## config.mk

```make
export PLATFORM = sky130hd
export DESIGN_NAME = regfile_wb_arbiter
export DESIGN_NICKNAME = d
export VERILOG_FILES = /design/src/rtl/regfile_wb_arbiter.sv
export SDC_FILE = /design/constraint.sdc
export NUM_CORES = 1
export LEC_CHECK = 0
export CAP_MARGIN = 20
export CORE_UTILIZATION = 41
export DETAILED_ROUTE_END_ITERATION = 10
export MAX_ROUTING_LAYER = met4
export PLACE_DENSITY = 0.86
export SYNTH_ARGS = -nofsm -noshare
export SYNTH_HDL_FRONTEND = slang
export SYNTH_SLANG_ARGS = --single-unit
export TNS_END_PERCENT = 100
```

## constraint.sdc

```tcl
create_clock -name clk -period 2.4 [get_ports clk]
set_input_delay 0.6 -clock clk [delete_from_list [all_inputs] [get_ports clk]]
set_output_delay 0.6 -clock clk [all_outputs]
set_load 0.05 [all_outputs]
```

## src/rtl/regfile_wb_arbiter.sv

```systemverilog
// Round-robin arbiter sharing the register-file write port between the ALU
// and LSU writeback sources, with a one-cycle registered write stage.
module regfile_wb_arbiter #(
    parameter int REG_SIZE  = 32,
    parameter int REG_WIDTH = 5
) (
    input  logic                 clk,
    input  logic                 rst_n,
    input  logic                 alu_valid,
    output logic                 alu_ready,
    input  logic [REG_WIDTH-1:0] alu_addr,
    input  logic [REG_SIZE-1:0]  alu_data,
    input  logic                 lsu_valid,
    output logic                 lsu_ready,
    input  logic [REG_WIDTH-1:0] lsu_addr,
    input  logic [REG_SIZE-1:0]  lsu_data,
    output logic                 write_enable,
    output logic [REG_WIDTH-1:0] write_addr,
    output logic [REG_SIZE-1:0]  write_data,
    output logic                 grant_lsu
);

    typedef enum logic {
        PTR_ALU = 1'b0,
        PTR_LSU = 1'b1
    } ptr_e;

    ptr_e                 ptr_q, ptr_d;
    logic                 we_q, we_d;
    logic [REG_WIDTH-1:0] waddr_q, waddr_d;
    logic [REG_SIZE-1:0]  wdata_q, wdata_d;
    logic                 glsu_q, glsu_d;

    logic                 alu_win;
    logic                 lsu_win;

    // Grants are suppressed while reset is held so no handshake completes
    // into a flop that is being cleared.
    always_comb begin
        alu_win = 1'b0;
        lsu_win = 1'b0;
        if (rst_n) begin
            if (alu_valid && (!lsu_valid || ptr_q == PTR_ALU)) begin
                alu_win = 1'b1;
            end else if (lsu_valid) begin
                lsu_win = 1'b1;
            end
        end
    end

    assign alu_ready = alu_win;
    assign lsu_ready = lsu_win;

    always_comb begin
        ptr_d   = ptr_q;
        we_d    = 1'b0;
        waddr_d = waddr_q;
        wdata_d = wdata_q;
        glsu_d  = glsu_q;
        if (alu_win) begin
            ptr_d   = PTR_LSU;
            we_d    = (alu_addr != '0);
            waddr_d = alu_addr;
            wdata_d = alu_data;
            glsu_d  = 1'b0;
        end else if (lsu_win) begin
            ptr_d   = PTR_ALU;
            we_d    = (lsu_addr != '0);
            waddr_d = lsu_addr;
            wdata_d = lsu_data;
            glsu_d  = 1'b1;
        end
    end

    always_ff @(posedge clk or negedge rst_n) begin
        if (!rst_n) begin
            ptr_q   <= PTR_ALU;
            we_q    <= 1'b0;
            waddr_q <= '0;
            wdata_q <= '0;
            glsu_q  <= 1'b0;
        end else begin
            ptr_q   <= ptr_d;
            we_q    <= we_d;
            waddr_q <= waddr_d;
            wdata_q <= wdata_d;
            glsu_q  <= glsu_d;
        end
    end

    assign write_enable = we_q;
    assign write_addr   = waddr_q;
    assign write_data   = wdata_q;
    assign grant_lsu    = glsu_q;

endmodule

```

==> results.cfg <==
[global_routing]
grt_pass1_vias = 1639
grt_max_degree = 43
grt_overflow = 0
grt_usage_pct = 20.9
grt_pass1_wl_mm = 7.93
antenna_found_initial = 0

[synth]
ys_seq_elements = 40
synth_area_mm2 = 0.00202
yosys_warnings = 0
synth_top_area_cell = dfrtp_1
ys_types = 14
syn_area_per_cell_um2 = 14.7
syn_inst = 138
yosysTopAreaCellShare_pct = 49.5
yosysSeqAreaShare_pct = 49.5
ys_top_cells_by_area = dfrtp_1 (49%), mux2_2 (32%), mux2_4 (12%)
synth_fp_nets = 216

[drt]
ant_nets = 0
drt_pre_antenna_iters = 4
route.detailed.drc = 0
route.detailed.wl_per_inst_um = 15.0
routed_wl_mm = 4.91
drtIter0Drc = 63
viasPerCell = 4.67
dr_total_vias = 1531

[placement]
placedInstanceArea_mm2 = 0.00330
routabilityCongestion = 0.796
portBuffers = 118
place_hpwl_mm = 3.69

[setup_path]
path_class = primary input to primary output
worst_ep_required_time_ns = 1.80
critPathTopFamily = buffers and inverters
cp_data_arrival_time_ns = 1.65
startpoint_type = primary input
path_cells = clkdlybuf4s50_1 -> nand2_2 -> a21oi_1 -> buf_12
crit_path_end_kind = primary output
cp_slowest_cell = clkdlybuf4s50_1
cpPeakStageDelay_ns = 0.52
r2r_slack_ns = 0.97
crit_fanout = 3
crit_buf_inv = 2

[floorplanning]
core_area_mm2 = 0.00472
start_util_pct = 42.8
die_y_um = 72.2
die_x_um = 72.2
num_rows = 25
die_area_mm2 = 0.00522
ios = 119

[clock_network]
htreeDepth = 2
clk_pin_slew_worst_paths_ns = 0.07
cts_buffer_depth = 2
hold_buffers = 0
cts_tree = done
clk_latency_ns = 0.28
cts_resized = 0
cts_sinks = 40
clockRootBuffer = clkbuf_8
numCtsBuffers = 5
postCtsSetupRepairBufs = 0

[power]
pwr_density_cell_mw_per_mm2 = 717
leakage_nw = 1.43
ir_worst_vdd_uv = 409

[layout]
final_area_mm2 = 0.00339
diodes = 0
drive_gt1_share_pct = 34.5
syn2layout_area_growth_pct = 67.3
layout_common_cells = clkdlybuf4s50_1 (115), mux2_2 (58), dfrtp_1 (40), mux2_4 (16), clkbuf_8 (6)
final_common_cell = clkdlybuf4s50_1
nets = 338
fillCellCount = 341

[sta]
clock.fmax_mhz = 444
relSlewSlack_pct = 63.7
fin_crit_sh_pct = 93.9
grt_setup_unrepaired = no
worst_pin_slew_ns = 0.543
slew_viol_final = 0
finalClockSkew_ns = 0.00444
setup_viol = 0
tns_ns = 0
hold-worst-slack_ns = 0.432
layout_min_cycle_time_ns = 2.25
hold_violations = 0

[status]
status = finished clean

[hold_path]
hold_path.class = primary input to asynchronous set/reset pin

[run]
max-cap-violations = 0
==> where the power goes <==
group / switching, mW / leakage (nW) / internal [mW]
clock: 0.218 / 0.0455 / 0.234
combinational: 0.607 / 0.920 / 0.521
sequential: 0.0565 / 0.468 / 0.792
==> final cells by class <==
type | instances | area [um^2] | share of cell area, %
clock buffers | 8 | 90.1 | 2.66
well taps | 67 | 83.8 | 2.48
flip-flops and latches | 40 | 1000 | 29.6
repair buffers | 123 | 1230 | 36.4
multi-input cells | 88 | 970 | 28.6
inverters | 2 | 7.51 | 0.222
==> synth_stat cells (all sizes together) <==
cell type	number
a21oi	2
a31oi	1
buf	8
dfrtp	40
inv	2
mux2	74
nand2	5
nand3	1
nor2	2
nor3	1
o2bb2ai	1
or4	1
==> registers in the layout (all words and copies together) (netlist names) <==
| register | count |
|---|---|
| grant_lsu | 1 |
| ptr_q | 1 |
| write_addr | 5 |
| write_data | 32 |
| write_enable | 1 |
==> cells by family after synthesis <==
group	synth area share, %
and+or+nand+nor	2.16
buffers and inverters	2.97
DFF	49.5
AOI/OAI and AO/OA	1.24
muxes	44.2
==> per-layer routing <==
layer / track usage, % / share of wire [%] / vias up
li1: - / - / 734
met1: 24.8 / 40 / 710
met2: 32.9 / 49 / 74
met3: 5.42 / 7.7 / 13
met4: 10.2 / 3.1 / 0
met5: - / 0 / -
==> stage by stage <==
stage                     cells  total power [mW]  worst slack (ns)  util, %
after global routing        328              2.55            0.0771     71.7
after detailed placement    320              2.00             0.150     69.8
after global placement      320              1.97             0.165     69.8
final                       328              2.43             0.146     71.7
after floorplan             138              1.56            0.0388        -
after CTS                   328              2.45             0.143     71.7
==> final timing paths <==
kind,start,endpoint,cells after the start
max,lsu_valid,lsu_ready,4
min,rst_n,write_data[21],2
max reg2reg,ptr_q,write_data[22],4
min reg2reg,ptr_q,ptr_q,2
max in group asynchronous,rst_n,write_data[3],2
min in group clk,ptr_q,ptr_q,2
(Power assumes the default switching activity.)
